===== src/rtl/activation_store_arbiter.sv =====
// Activation store arbiter.
// Shares one two-port activation store between the activation loader (writes)
// and two PE read lanes. Grants are combinational. Read data comes back one
// cycle after grant, routed by a small per-lane response tag.
module activation_store_arbiter #(
  parameter int value_width   = 16,
  parameter int address_width = 10,
  parameter int wr_burst_max  = 4
) (
  input  logic                     clk,
  input  logic                     reset,
  input  logic                     wr_valid,
  output logic                     wr_ready,
  input  logic [address_width-1:0] wr_addr,
  input  logic [value_width-1:0]   wr_data,
  input  logic                     rd0_valid,
  output logic                     rd0_ready,
  input  logic [address_width-1:0] rd0_addr,
  output logic                     rd0_rvalid,
  output logic [value_width-1:0]   rd0_rdata,
  input  logic                     rd1_valid,
  output logic                     rd1_ready,
  input  logic [address_width-1:0] rd1_addr,
  output logic                     rd1_rvalid,
  output logic [value_width-1:0]   rd1_rdata,
  output logic                     st_wr_en,
  output logic [address_width-1:0] st_address1,
  output logic [address_width-1:0] st_address2,
  output logic [value_width-1:0]   st_write_value,
  input  logic [value_width-1:0]   st_read_val1,
  input  logic [value_width-1:0]   st_read_val2
);

  localparam int CntWidth = $clog2(wr_burst_max + 1);
  localparam logic [CntWidth-1:0] BurstMax = CntWidth'(wr_burst_max);

  typedef enum logic {
    RrRd0 = 1'b0,
    RrRd1 = 1'b1
  } rrSel_e;

  typedef enum logic {
    PortOne = 1'b0,
    PortTwo = 1'b1
  } storePort_e;

  logic [CntWidth-1:0] burstCnt_q, burstCnt_d;
  rrSel_e              rrPtr_q, rrPtr_d;
  logic                tag0Valid_q, tag1Valid_q;
  storePort_e          tag0Port_q, tag1Port_q;

  logic       forceRd;
  logic       wgrant;
  logic       elig0, elig1;
  logic       grant0, grant1;
  storePort_e port0, port1;
  logic       rrFlip;
  logic       readerDenied;

  // Decide who owns each store port this cycle: writer first unless readers
  // have been starved for a full burst, then readers by hazard and fairness.
  always_comb begin
    forceRd = (burstCnt_q == BurstMax) & rd0_valid & rd1_valid;
    wgrant  = ~reset & wr_valid & ~forceRd;
    elig0   = ~reset & rd0_valid & ~(wgrant & (rd0_addr == wr_addr));
    elig1   = ~reset & rd1_valid & ~(wgrant & (rd1_addr == wr_addr));
    grant0  = 1'b0;
    grant1  = 1'b0;
    port0   = PortOne;
    port1   = PortOne;
    rrFlip  = 1'b0;
    if (wgrant) begin
      if (elig0 && elig1) begin
        rrFlip = 1'b1;
        if (rrPtr_q == RrRd0) begin
          grant0 = 1'b1;
          port0  = PortTwo;
        end else begin
          grant1 = 1'b1;
          port1  = PortTwo;
        end
      end else if (elig0) begin
        grant0 = 1'b1;
        port0  = PortTwo;
      end else if (elig1) begin
        grant1 = 1'b1;
        port1  = PortTwo;
      end
    end else begin
      if (elig0 && elig1) begin
        grant0 = 1'b1;
        port0  = PortOne;
        grant1 = 1'b1;
        port1  = PortTwo;
      end else if (elig0) begin
        grant0 = 1'b1;
        port0  = PortTwo;
      end else if (elig1) begin
        grant1 = 1'b1;
        port1  = PortTwo;
      end
    end
  end

  // Drive the store ports from the grant decision; idle ports read as zero.
  always_comb begin
    wr_ready       = wgrant;
    rd0_ready      = grant0;
    rd1_ready      = grant1;
    st_wr_en       = wgrant;
    st_write_value = wgrant ? wr_data : '0;
    st_address1    = '0;
    st_address2    = '0;
    if (wgrant) begin
      st_address1 = wr_addr;
    end else if (grant0 && (port0 == PortOne)) begin
      st_address1 = rd0_addr;
    end else if (grant1 && (port1 == PortOne)) begin
      st_address1 = rd1_addr;
    end
    if (grant0 && (port0 == PortTwo)) begin
      st_address2 = rd0_addr;
    end else if (grant1 && (port1 == PortTwo)) begin
      st_address2 = rd1_addr;
    end
  end

  // Count consecutive write grants that left a reader waiting, and advance
  // the round-robin pointer only when it actually broke a tie.
  always_comb begin
    readerDenied = (rd0_valid & ~grant0) | (rd1_valid & ~grant1);
    burstCnt_d   = '0;
    if (wgrant && readerDenied) begin
      burstCnt_d = (burstCnt_q == BurstMax) ? burstCnt_q : burstCnt_q + CntWidth'(1);
    end
    rrPtr_d = rrPtr_q;
    if (rrFlip) begin
      rrPtr_d = (rrPtr_q == RrRd0) ? RrRd1 : RrRd0;
    end
  end

  // Arbitration state and response tags; reset drops any response in flight.
  always_ff @(posedge clk or posedge reset) begin
    if (reset) begin
      burstCnt_q  <= '0;
      rrPtr_q     <= RrRd0;
      tag0Valid_q <= 1'b0;
      tag0Port_q  <= PortOne;
      tag1Valid_q <= 1'b0;
      tag1Port_q  <= PortOne;
    end else begin
      burstCnt_q  <= burstCnt_d;
      rrPtr_q     <= rrPtr_d;
      tag0Valid_q <= grant0;
      tag0Port_q  <= port0;
      tag1Valid_q <= grant1;
      tag1Port_q  <= port1;
    end
  end

  // Steer the store's registered read data back to the lane that asked for it.
  always_comb begin
    rd0_rvalid = tag0Valid_q;
    rd1_rvalid = tag1Valid_q;
    rd0_rdata  = '0;
    rd1_rdata  = '0;
    if (tag0Valid_q) begin
      rd0_rdata = (tag0Port_q == PortTwo) ? st_read_val2 : st_read_val1;
    end
    if (tag1Valid_q) begin
      rd1_rdata = (tag1Port_q == PortTwo) ? st_read_val2 : st_read_val1;
    end
  end

endmodule

===== config.mk =====
export PLATFORM = sky130hd
export DESIGN_NAME = activation_store_arbiter
export DESIGN_NICKNAME = d
export VERILOG_FILES = /design/src/rtl/activation_store_arbiter.sv
export SDC_FILE = /design/constraint.sdc
export NUM_CORES = 1
export LEC_CHECK = 0
export CORE_ASPECT_RATIO = 1.75
export CORE_MARGIN = 10
export CORE_UTILIZATION = 28
export CTS_CLUSTER_DIAMETER = 150
export DETAILED_ROUTE_END_ITERATION = 8
export MAX_ROUTING_LAYER = met4
export PLACE_DENSITY = 0.92
export SYNTH_ARGS = -nofsm -noshare
export SYNTH_HDL_FRONTEND = slang
export SYNTH_SLANG_ARGS = --single-unit

===== constraint.sdc =====
create_clock -name clk -period 3.15 [get_ports clk]
set_input_delay 0.63 -clock clk [delete_from_list [all_inputs] [get_ports clk]]
set_output_delay 0.63 -clock clk [all_outputs]
set_load 0.02 [all_outputs]

After elaboration in Yosys (flattened, before gate mapping) --
Index checks and enable logic that the tools add are counted.
Operators by class: magnitude comparators 0, bitwise operators 20, equal/unequal tests 4, mux-type cells 25, $mul 0, reduce and logical (&&, ||, !) cells 4, shift operators 0, add/subtract/negate cells 1, divide/modulo/power cells 0
Operators by type and width (number):
- $mux 16 | 4
- $mux 10 | 4
- $eq 10x10->1 | 2
- $mux 1 | 15
- $and 1x1->1 | 12
- $not 1->1 | 7
- $mux 3 | 2
- $logic_and 1x1->1 | 4
- $add 3x1->3 const B | 1
- $eq 3x3->1 const B | 1
- $ne 2x2->1 const B | 1
- $or 1x1->1 | 1
Storage, ports and cells: bits in registers 7, output and inout bits 74, bits in read-only memories 0, logic and storage cells 59, input bits 83, memories kept 0, bits in latches 0, RAM bits 0

Logic depth before layout (Yosys ltp) --
Gate-level depths: netlist (run 1).
depth in word-level cells 17, mapped depth 8, mapped depth without buffers 7

Least setup slack after synthesis (run 1) --
Ideal clock, no wire load.
path type input to output, from input port rd1_valid, to output port st_address2[3], arrival time 2.084 ns, cell stages on the path 7, path buffers 2, data required time 2.520 ns, path slack 0.436 ns, path through buf_2 > nand4_2 > nand4_1 > o31ai_2 > o21ba_4 > buf_6 > a22o_1
Between the ends: longest elaborated chain between the ends 12, elaborated cells between the ends (all ways) 25, classes of those cells 13 x mux; 10 x bitwise; 2 x reduce/logical
RTL lines:
- from (decl) | RTL line 21 | input logic rd1_valid,
- $and 1x1->1 | RTL line 63 | forceRd = (burstCnt_q == BurstMax) & rd0_valid & rd1_valid;
- $not 1->1 | RTL line 64 | wgrant = ~reset & wr_valid & ~forceRd;
- $and 1x1->1 | RTL line 64
- $and 1x1->1 | RTL line 66 | elig1 = ~reset & rd1_valid & ~(wgrant & (rd1_addr == wr_addr));
- $not 1->1 | RTL line 66
- $and 1x1->1 | RTL line 66
- $mux 1 | RTL line 85, 98
- $mux 1 | RTL line 82, 95
- $mux 1, on equally long branches | RTL line 90, 73
- $mux 1 (*) | RTL line 72 | if (wgrant) begin
- via rd1_ready | RTL line 22 | output logic rd1_ready,
- $mux 10 (*) | RTL line 123 | end else if (grant1 && (port1 == PortTwo)) begin
- $mux 10 (*) | RTL line 121 | if (grant0 && (port0 == PortTwo)) begin
- to (decl) | RTL line 28 | output logic [address_width-1:0] st_address2,
Mark *: on every way through the listed nets, which the timed path passes. The rest lies on a longest branch.

Worst setup path in the final report (run 1) --
from input port rd0_addr[9], to register burstCnt_q[2]
Between the ends: longest elaborated chain between the ends 12, elaborated cells between the ends (all ways) 21, classes of those cells 2 x eq/ne; 9 x mux; 8 x bitwise; 2 x reduce/logical
RTL lines:
- from (decl) | RTL line 18 | input logic [address_width-1:0] rd0_addr,
- $eq 10x10->1 (*) | RTL line 65 | elig0 = ~reset & rd0_valid & ~(wgrant & (rd0_addr == wr_addr));
- $and 1x1->1 (*) | RTL line 65
- $not 1->1 (*) | RTL line 65
- $and 1x1->1 (*) | RTL line 65
- $mux 1 / $logic_and 1x1->1 (equally long branches)
- $mux 1, on equally long branches | RTL line 90, 73
- $mux 1 | RTL line 72
- $not 1->1 | RTL line 131 | readerDenied = (rd0_valid & ~grant0) | (rd1_valid & ~grant1);
- $and 1x1->1 | RTL line 131
- $or 1x1->1 (*) | RTL line 131
- $logic_and 1x1->1 (*) | RTL line 133 | if (wgrant && readerDenied) begin
- $ne 2x2->1 (no line) / $mux 3 (equally long branches)
- to (signal assigned) | RTL line 152 | burstCnt_q <= burstCnt_d;
- to (decl) | RTL line 47 | logic [CntWidth-1:0] burstCnt_q, burstCnt_d;
Mark *: on every way between the ends. The rest lies on a longest branch, timed or not. A chain may end at the register's enable or synchronous reset.

==> metrics, run 1 <==
#FFs+latches synth 7; H-tree lvl count 1; CP max FO 2; clk_skew 0.00206 ns; Die H 114 um; clock buffer depth 2; Via density 5.27; Root Buffer clkbuf_8; core area 0.00493 mm2; initial antenna violation count 1; syn nets 258; Reg2Reg Depth 18; Setup CP Type in2reg; mapped cell area 0.00141 mm2; worst hold path type reg2reg; largest net degree at the start of global routing 19; Mapped Avg Cell Area 8.14 um2; # Max-Cap Violations 0; Final GP Congestion 0.866; most common cell after layout, fill and taps aside clkdlybuf4s50_1; Num CTS Buffers 3; outcome finished, final reports clean; I/O pins 157; Syn-to-layout area delta 158%; worst-case hold slack 0.613 ns; die width 73.6 um; Mapped Cells 173; Max-slew headroom 0.726; EDFF count, synth 0; Fillers 324; post-route antenna net violation count 0; Pleak 1.72 nW; crit path launch type input port; r2r endpoint burstCnt_q[2]; nets@finish 477; # rows 34; Avg WL per Cell 20.6 um; Top FF cell, synth dfrtp_1; Fin. Hold Viols 0; WHS Endpoint rrPtr_q; Worst path max stage delay 0.27 ns; initial DRC count 124; Hold Path Depth 1; sequential area share after synthesis 0.124; share of cells above drive strength 1 0.317; Req. time, crit path 3.29 ns; Tcrit/Tclk final 0.996; final setup vio count 0; global-route wire length before repair 13.1 mm; crit-path cells dlygate4sd2_1 > xnor2_1 > nand4_1 > buf_4 > buf_4 > buf_4 > buf_4 > buf_4 > buf_4 > buf_4 > buf_4 > buf_4 > buf_4 > buf_4 > nor3_4 > o311ai_1 > o21ai_1; CP delay by family, top buffers and inverters; Slew Viols, Final 0; global route overflow 0; Global Route Usage Sum 0.201; Final Util 0.735; CTS Sinks 7; drt first pass iters 4; r2r setup slk 0.16 ns; Starting Density 0.285; CP arrival 3.28 ns; fmax 319 MHz; Post-synth ARST share 1.00; Remaining DRCs 0; DRT Wirelength 9.19 mm; CP bufs+invs 12; most used cell, CP buf_4; clock latency on the worst-skew pair 0.23 ns; placed cell area 0.00330 mm2; pre-CTS setup slack -0.558 ns; vias in the first global route 2583; Min-Delay Startpoint rrPtr_q; Reg clk slew, reported paths 0.04 ns; Via Count 2355; port bufs 156; Final Cell Area 0.00363 mm2; Cell Pwr Density 203 mW/mm2; CTS tree done; min cycle time layout 3.14 ns; Setup WS post-layout 0.0132 ns; die area 0.00838 mm2; worst-path cell with the longest stage delay dlygate4sd2_1; Post-DP HPWL 6.61 mm; total number of yosys warnings 0; Crit Reg-Reg Startpoint burstCnt_q[0]; highest-count cells in the layout ignoring fill and taps clkdlybuf4s50_1 (100), buf_4 (69), a22o_1 (20); Peak VDD IR 0.206 mV; Synth cell types 36; Worst Tran Pin Value 0.410 ns; Crit. End Element flip-flop
worst max path at each step:
stage | startpoint | end | slack [ns] | depth (start not counted)
after floorplan | rd1_valid | st_address2[3] | 0.44 | 7
after global placement | rd1_addr[0] | st_address2[5] | -0.50 | 8
after detailed placement | wr_addr[6] | st_address2[8] | -0.56 | 8
after CTS | rd0_addr[8] | st_address2[4] | 0.003 | 10
after global routing | wr_addr[5] | st_address2[9] | -0.04 | 10
final | rd0_addr[9] | burstCnt_q[2] | 0.01 | 17
power by group:
group          internal, mW  switching (mW)  leakage [nW]
registers            0.0999          0.0183        0.0925
logic                 0.271           0.218          1.60
clock network        0.0877          0.0404        0.0228
synthesized netlist by cell type, drive strengths merged, types with 2 or more instances:
master,instances,area (um2)
a22o,20,175
nor2b,17,106
and2,16,100
and3,16,100
mux2i,16,160
xnor2,11,96.3
xor2,11,96.3
dfrtp,7,175
nand2,7,26.3
buf,6,43.8
clkbuf,6,22.5
inv,5,18.8
nand4,5,37.5
nand3,4,20.0
nor3,4,20.0
nor4,3,46.3
ha,2,25.0
nor2,2,10.0
o21ai,2,10.0
o22ai,2,12.5
metal layers:
layer / routed length, um / global-route usage
met4: 376 / 0.116
met3: 853 / 0.0504
met2: 5050 / 0.372
met5: 0 / -
met1: 2920 / 0.171
final cells by class:
| type | count | area, um2 | area share |
|---|---|---|---|
| Timing Repair Buffer | 225 | 2030 | 0.561 |
| Multi-Input combinational cell | 150 | 1280 | 0.353 |
| Sequential cell | 7 | 175 | 0.0483 |
| Tap cell | 54 | 67.6 | 0.0186 |
| Clock buffer | 4 | 45.0 | 0.0124 |
| Inverter | 5 | 18.8 | 0.00517 |
| Antenna cell | 2 | 5.00 | 0.00138 |
state kept, by name, indices dropped and copies added, names as in the netlist:
signal	count
burstCnt_q	3
rd0_rvalid	1
rrPtr_q	1
tag0Port_q	1
tag1Port_q	1
cell families after synthesis:
logic type,after synthesis,synth area share
DFF,7,0.124
xor gates and xnor gates,22,0.137
adders and majority gates,2,0.0178
and+or+nand+nor,78,0.353
AOI/OAI and AO/OA,31,0.194
muxes,16,0.114
buffers and inverters,17,0.0604
worst register-to-register path, cell delays in order, from the launching register on:
cell and delay, ns:
dfrtp_1 0.36, inv_1 0.07, ha_1 0.24, nand4_2 0.12, nand4_1 0.22, buf_4 0.22
buf_4 0.12, buf_4 0.12, buf_4 0.12, buf_4 0.12, buf_4 0.13, buf_4 0.13
buf_4 0.12, buf_4 0.13, buf_4 0.12, buf_4 0.13, nor3_4 0.20, o311ai_1 0.13
o21ai_1 0.12
through the flow:
step | total power [mW] | instances | setup TNS (ns)
after detailed placement | 0.566 | 411 | -10.99
after floorplan | 0.289 | 173 | 0
after global placement | 0.556 | 411 | -9.90
final | 0.736 | 447 | 0
after global routing | 0.768 | 446 | -0.235
after CTS | 0.706 | 444 | 0
timing repair:
item,CTS,global route
buffers inserted,27,3
resized for setup,131,43
hold buffers,0,0
gates cloned,2,0
endpoints found under the setup margin,22,17
pin swaps,19,16
Power figures use the tool's default switching activity.
==> run 2: changes to the inputs <==
--- a/config.mk
+++ b/config.mk
@@ -5,9 +5,10 @@
 export SDC_FILE = /design/constraint.sdc
 export NUM_CORES = 1
 export LEC_CHECK = 0
+export ABC_AREA = 1
 export CORE_ASPECT_RATIO = 1.75
 export CORE_MARGIN = 10
-export CORE_UTILIZATION = 28
+export CORE_UTILIZATION = 29
 export CTS_CLUSTER_DIAMETER = 150
 export DETAILED_ROUTE_END_ITERATION = 8
 export MAX_ROUTING_LAYER = met4
==> run 2 against run 1 <==
Design area down 8.6%. Global-route usage down 1.9 points. Critical endpoint is now st_address1[9]. Largest cell class unchanged. First-iteration DRC count down 47%. Final cell count up 18%. Count of clock-buffer cells in the layout unchanged. Register-to-register slack better by 0.97 ns.
==> metrics, run 2 <==
global route overflow 0 (unchanged); CP delay by family, top buffers and inverters; placed cell area 0.00325 mm2 (-1.3%); largest register by flop count burstCnt_q; Synth top cells by count nand2_1 (89), nor2_1 (63), inv_1 (53); Clk pwr share 0.191 (+0.017); Final Util 0.672 (-0.0634); Post-Synth XOR/XNOR Area 0.0956 (-0.0412); setup TNS 0 ns (unchanged); r2r setup slk 1.13 ns (+0.97 ns); CP arrival 2.47 ns (-0.81 ns); Root Buffer clkbuf_8; Max-slew headroom 0.655 (-0.0719); post-route antenna net violation count 0 (unchanged); Req. time, crit path 2.52 ns (-0.77 ns); Non-Filler Instances 527 (+18%); Crit. End Element output pin; clock buffer depth 2 (unchanged); worst-case hold slack 0.602 ns (-0.0101 ns); Reg clk slew, reported paths 0.04 ns (about the same); CP bufs+invs 3 (-9); Reg2Reg Depth 14 (-4); clock latency on the worst-skew pair 0.23 ns (about the same); share of cells above drive strength 1 0.161 (-0.156); Cell Pwr Density 206 mW/mm2 (+1.7%); sequential area share after synthesis 0.119 (-0.00488); Slew Viols, Final 0 (unchanged); syn nets 375 (+45%); Hold Path Depth 1 (unchanged); core area 0.00493 mm2 (unchanged); area leader, netlist nand2_1; max FFs per register 3 (unchanged); I/O pins 157 (unchanged); Syn-to-layout area delta 126%; total number of yosys warnings 0 (unchanged); Global Route Usage Sum 0.182 (-0.0192); Worst Tran Pin Value 0.518 ns (+0.108 ns); Mapped Cells 290 (+68%); CTS tree done; # Max-Cap Violations 0 (unchanged); Remaining DRCs 0 (unchanged); fmax 322 MHz (+1.1%); # rows 34 (unchanged); global-route wire length before repair 11.9 mm (-9.0%); Final Cell Area 0.00332 mm2 (-8.6%); CP max FO 5 (+3); Die H 114 um (+0.21%); proportion of synthesized area in mux cells 0 (-0.114); P_int 0.412 mW (-10%); Fin. Hold Viols 0 (unchanged); Synth cell types 28 (-22%); CTS Sinks 7 (unchanged); EDFF count, synth 0 (unchanged); DRT Wirelength 8.00 mm (-13%); unrepaired setup endpoints after global routing true; share of the synthesized area in the top cell type 0.228 (+0.103); switch share 0.397 (+0.0206); vias in the first global route 2628 (+1.7%); largest family of logic cells by synthesized area simple AND/OR/NAND/NOR gates; placed cells 518 (+26%); Avg WL per Cell 15.2 um (-26%); die area 0.00841 mm2 (+0.39%); drt first pass iters 4 (unchanged); Setup CP Type in2out; Setup WS post-layout 0.0481 ns (+0.0349 ns); crit path launch type input port; net switching power 0.272 mW (-2.0%); Peak VDD IR 0.276 mV (+34%); Seq pwr share 0.175 (+0.014); adder-cell area share of the yosys netlist 0.0171 (-0.000697); final setup vio count 0 (unchanged); combinational share of power 0.634 (-0.031); Pleak 1.81 nW (+5.4%); initial antenna violation count 0 (-1); r2r endpoint burstCnt_q[2]; largest net degree at the start of global routing 22 (+3); Mapped Avg Cell Area 5.06 um2 (-38%); Via Count 2526 (+7.3%); Min-Delay Startpoint rrPtr_q; nets@finish 559 (+17%); crit-path cells clkdlybuf4s50_1 > nand2_2 > nor2_4 > nor2_4 > nand3_1 > nor2_2 > a21oi_2 > o21ai_4 > nor2_8 > buf_4 > nand2_1 > nand2_1 > clkbuf_4; Post-DP HPWL 6.83 mm (+3.2%); worst hold path type reg2reg; most frequent cell after synthesis nand2_1; Starting Density 0.297 (+0.0117); n_diodes 0 (-2); port bufs 156 (unchanged); initial DRC count 66 (-47%); Top FF cell, synth dfrtp_1; #FFs+latches synth 7 (unchanged); Power Total 0.684 mW (-7.1%); die width 73.8 um (+0.18%); most common cell after layout, fill and taps aside clkdlybuf4s50_1; H-tree lvl count 1 (unchanged); Post-synth ARST share 1.00 (unchanged); WHS Endpoint rrPtr_q; Num CTS Buffers 3 (unchanged); Synth area leaders nand2_1 (23%), nor2_1 (16%), inv_1 (14%); worst-path cell with the longest stage delay clkdlybuf4s50_1; outcome finished, final reports clean; highest-count cells in the layout ignoring fill and taps clkdlybuf4s50_1 (127), nand2_1 (87), nor2_1 (60); pre-CTS setup slack -0.443 ns (+0.115 ns); Final GP Congestion 0.890 (+2.7%); Crit Reg-Reg Startpoint burstCnt_q[0]; mapped cell area 0.00147 mm2 (+4.1%); Worst path max stage delay 0.50 ns (+0.23 ns); simple-gate share of the synthesized area 0.472 (+0.118); Via density 4.79 (-9.0%); min cycle time layout 3.10 ns (-0.0349 ns); clk_skew 0.00118 ns (-0.000888 ns); compound-cell area share of the yosys netlist 0.122 (-0.0716); Tcrit/Tclk final 0.985 (-0.0111)
## run 2: area by class of cell
type | count | area (um2)
fillers | 391 | 1620
clock buffers | 4 | 45.0
well taps | 54 | 67.6
multi-input cells | 219 | 1100
flip-flops and latches | 7 | 175
inverters | 56 | 213
repair buffers | 187 | 1720
## run 2: cells by family (layout without fill, tap and decap cells)
| family | count (synthesis) | after routing |
|---|---|---|
| adder cells (fa/ha/maj) | 2 | 2 |
| XOR/XNOR | 16 | 16 |
| AO/OA/AOI/OAI | 31 | 31 |
| buffers and inverters | 65 | 247 |
| flip-flops | 7 | 7 |
| AND/OR/NAND/NOR | 169 | 170 |
## run 2: worst max-delay path by stage
| stage | cells past startpoint | endpoint | start | slack (ns) |
|---|---|---|---|---|
| floorplan | 9 | st_address2[0] | reset | 0.43 |
| global placement | 12 | st_address2[9] | wr_valid | -0.36 |
| detailed placement | 13 | st_address2[9] | reset | -0.44 |
| CTS | 14 | st_address2[0] | wr_addr[0] | 0.003 |
| global route | 13 | st_address1[9] | rd0_valid | -0.11 |
| finish | 13 | st_address1[9] | rd0_valid | 0.05 |
## run 2: power by group through the flow
stage	logic [mW]	clock network [mW]	registers, mW
after floorplan	0.179	0	0.112
after global placement	0.428	0	0.117
after detailed placement	0.436	0	0.117
after CTS	0.432	0.132	0.116
after global routing	0.467	0.139	0.120
final	0.433	0.131	0.119
## run 2: worst reg2reg max path, cell delays in order, from the launching register on
cell     delay [ns]
dfrtp_1        0.38
inv_1          0.10
ha_1           0.19
nand2_2        0.11
nor2_4         0.14
nor2_4         0.06
nand3_1        0.08
nor2_2         0.05
a21oi_2        0.24
nand2_1        0.13
buf_4          0.18
nand2_1        0.05
nand2_1        0.05
nand2_1        0.09
nor2_1         0.05
## run 2: repair_timing
action,CTS,global route
setup endpoints to repair,23,30
gates cloned,0,1
buffers inserted,0,4
gates resized for setup,58,48
hold buffers,0,0
pin swaps,3,5
## run 2: per-layer routing
metal	track usage	part of all wire
met3	0.0469	0.11
met5	-	0
met1	0.184	0.39
met4	0.0749	0.025
met2	0.316	0.48
==> run 3: changes to the inputs <==
--- a/config.mk
+++ b/config.mk
@@ -13,6 +13,8 @@
 export DETAILED_ROUTE_END_ITERATION = 8
 export MAX_ROUTING_LAYER = met4
 export PLACE_DENSITY = 0.92
+export SETUP_SLACK_MARGIN = 0.2
+export SKIP_CTS_REPAIR_TIMING = 1
 export SYNTH_ARGS = -nofsm -noshare
 export SYNTH_HDL_FRONTEND = slang
 export SYNTH_SLANG_ARGS = --single-unit
==> run 3 against run 2 <==
Hold slack lost 0.19 ns. Die area did not move. Combinational power up 5.8%. Sequential power about the same. Via count grew 1.7%. Clock power is essentially flat. Clock skew is 0.0041 ns higher. Non-clock buffer count decreased by 1. Wire length increased by 8.0%. Count of clock-buffer cells in the layout stayed put. Core utilization grew 5.3 points. Critical path type unchanged.
==> metrics, run 3 (synthesized netlist as in run 2, its figures left out) <==
Via density 4.88 (+1.9%); H-tree lvl count 1 (unchanged); Die H 114 um (unchanged); Final GP Congestion 0.890 (unchanged); highest-count cells in the layout ignoring fill and taps clkdlybuf4s50_1 (86), nand2_1 (85), nor2_1 (59); die width 73.8 um (unchanged); nets@finish 558 (-0.18%); unrepaired setup endpoints after global routing true; most common cell after layout, fill and taps aside clkdlybuf4s50_1; # Max-Cap Violations 0 (unchanged); global route overflow 0 (unchanged); Reg clk slew, reported paths 0.04 ns (about the same); port bufs 156 (unchanged); CTS tree done; CP arrival 2.38 ns (-0.09 ns); clock latency on the worst-skew pair 0.24 ns (about the same); vias in the first global route 2620 (-0.30%); Remaining DRCs 0 (unchanged); Pleak 2.38 nW (+31%); setup TNS 0 ns (unchanged); drt first pass iters 4 (unchanged); clock buffer depth 2 (unchanged); fmax 333 MHz (+3.1%); CTS Sinks 7 (unchanged); die area 0.00841 mm2 (unchanged); Peak VDD IR 0.275 mV (-0.54%); Worst Tran Pin Value 0.519 ns (+0.00118 ns); post-route antenna net violation count 0 (unchanged); Setup WS post-layout 0.143 ns (+0.0947 ns); Slew Viols, Final 0 (unchanged); Crit Reg-Reg Startpoint burstCnt_q[1]; placed cell area 0.00325 mm2 (unchanged); Crit. End Element output pin; largest register by flop count burstCnt_q; Reg2Reg Depth 15 (+1); n_diodes 0 (unchanged); Root Buffer clkbuf_8; min cycle time layout 3.01 ns (-0.0947 ns); Starting Density 0.297 (unchanged); I/O pins 157 (unchanged); share of cells above drive strength 1 0.195 (+0.0342); r2r setup slk 1.13 ns (about the same); Setup CP Type in2out; initial DRC count 66 (unchanged); clk_skew 0.00523 ns (+0.00405 ns); core area 0.00493 mm2 (unchanged); r2r endpoint burstCnt_q[2]; pre-CTS setup slack -0.443 ns (unchanged); outcome finished, final reports clean; DRT Wirelength 8.65 mm (+8.0%); placed cells 518 (unchanged); Post-DP HPWL 6.83 mm (unchanged); Fillers 346 (-12%); crit path launch type input port; Tcrit/Tclk final 0.955 (-0.0301); Via Count 2569 (+1.7%); worst hold path type in2async; largest net degree at the start of global routing 22 (unchanged); Final Cell Area 0.00358 mm2 (+7.9%); Non-Filler Instances 526 (-0.19%); Syn-to-layout area delta 144%; max FFs per register 3 (unchanged); Global Route Usage Sum 0.179 (-0.00232); Cell Pwr Density 199 mW/mm2 (-3.5%); Num CTS Buffers 3 (unchanged); final setup vio count 0 (unchanged); global-route wire length before repair 11.8 mm (-0.98%); Avg WL per Cell 16.4 um (+8.2%); CP max FO 6 (+1); initial antenna violation count 0 (unchanged); Max-slew headroom 0.654 (-0.000784); Req. time, crit path 2.52 ns (about the same); # rows 34 (unchanged); Fin. Hold Viols 0 (unchanged)
-- run 3: cell count changes in the layout (fill, tap and decap cells not counted), moves of 3 or more --
cell             delta
xnor2_1             -9
clkdlybuf4s50_1    -41
dlymetal6s2s_1     +45
xnor2_2             +9
buf_2               -7
buf_4               +3
-- run 3: stage by stage --
stage                      util  hold slack, ns  total power [mW]
final                     0.725           0.411             0.712
after global routing      0.725           0.452             0.753
after CTS                 0.668           0.549             0.686
after detailed placement  0.659           0.542             0.552
after global placement    0.659           0.538             0.545
after floorplan               -           0.418             0.291
-- run 3: critical path: stages --
cell	delay (ns)
clkdlybuf4s50_1	0.47
nand2_2	0.08
nor2_4	0.15
buf_4	0.15
nand3_2	0.08
nor2_4	0.15
a21oi_4	0.09
buf_4	0.15
nand2_4	0.09
inv_4	0.07
nand2_1	0.07
nand2_1	0.05
buf_4	0.15
-- run 3: layer usage --
| layer | track usage | part of all wire | vias up |
|---|---|---|---|
| met3 | 0.0425 | 0.11 | 28 |
| li1 | - | - | 1222 |
| met1 | 0.187 | 0.37 | 1138 |
| met2 | 0.311 | 0.48 | 181 |
| met5 | - | 0 | - |
| met4 | 0.0699 | 0.039 | 0 |
-- run 3: worst max-delay path by stage --
stage	from	to	cells past startpoint
finish	wr_valid	st_address2[9]	13
global route	wr_valid	st_address2[6]	13
CTS	reset	st_address2[9]	13
detailed placement	reset	st_address2[9]	13
global placement	wr_valid	st_address2[9]	12
floorplan	reset	st_address2[0]	9
-- run 3: area by class of cell --
type	instances	area (um2)	share of cell area
repair buffers	186	1850	0.518
multi-input cells	219	1220	0.342
inverters	56	215	0.0601
flip-flops and latches	7	175	0.0490
well taps	54	67.6	0.0189
clock buffers	4	45.0	0.0126
-- run 3: power by group --
part / total (mW) / internal (mW) / switching [mW] / leakage (nW)
Clock: 0.134 / 0.0882 / 0.0462 / 0.0228
Sequential: 0.120 / 0.0994 / 0.0207 / 0.0925
Combinational: 0.458 / 0.232 / 0.225 / 2.26
Total: 0.712 / 0.420 / 0.292 / 2.38
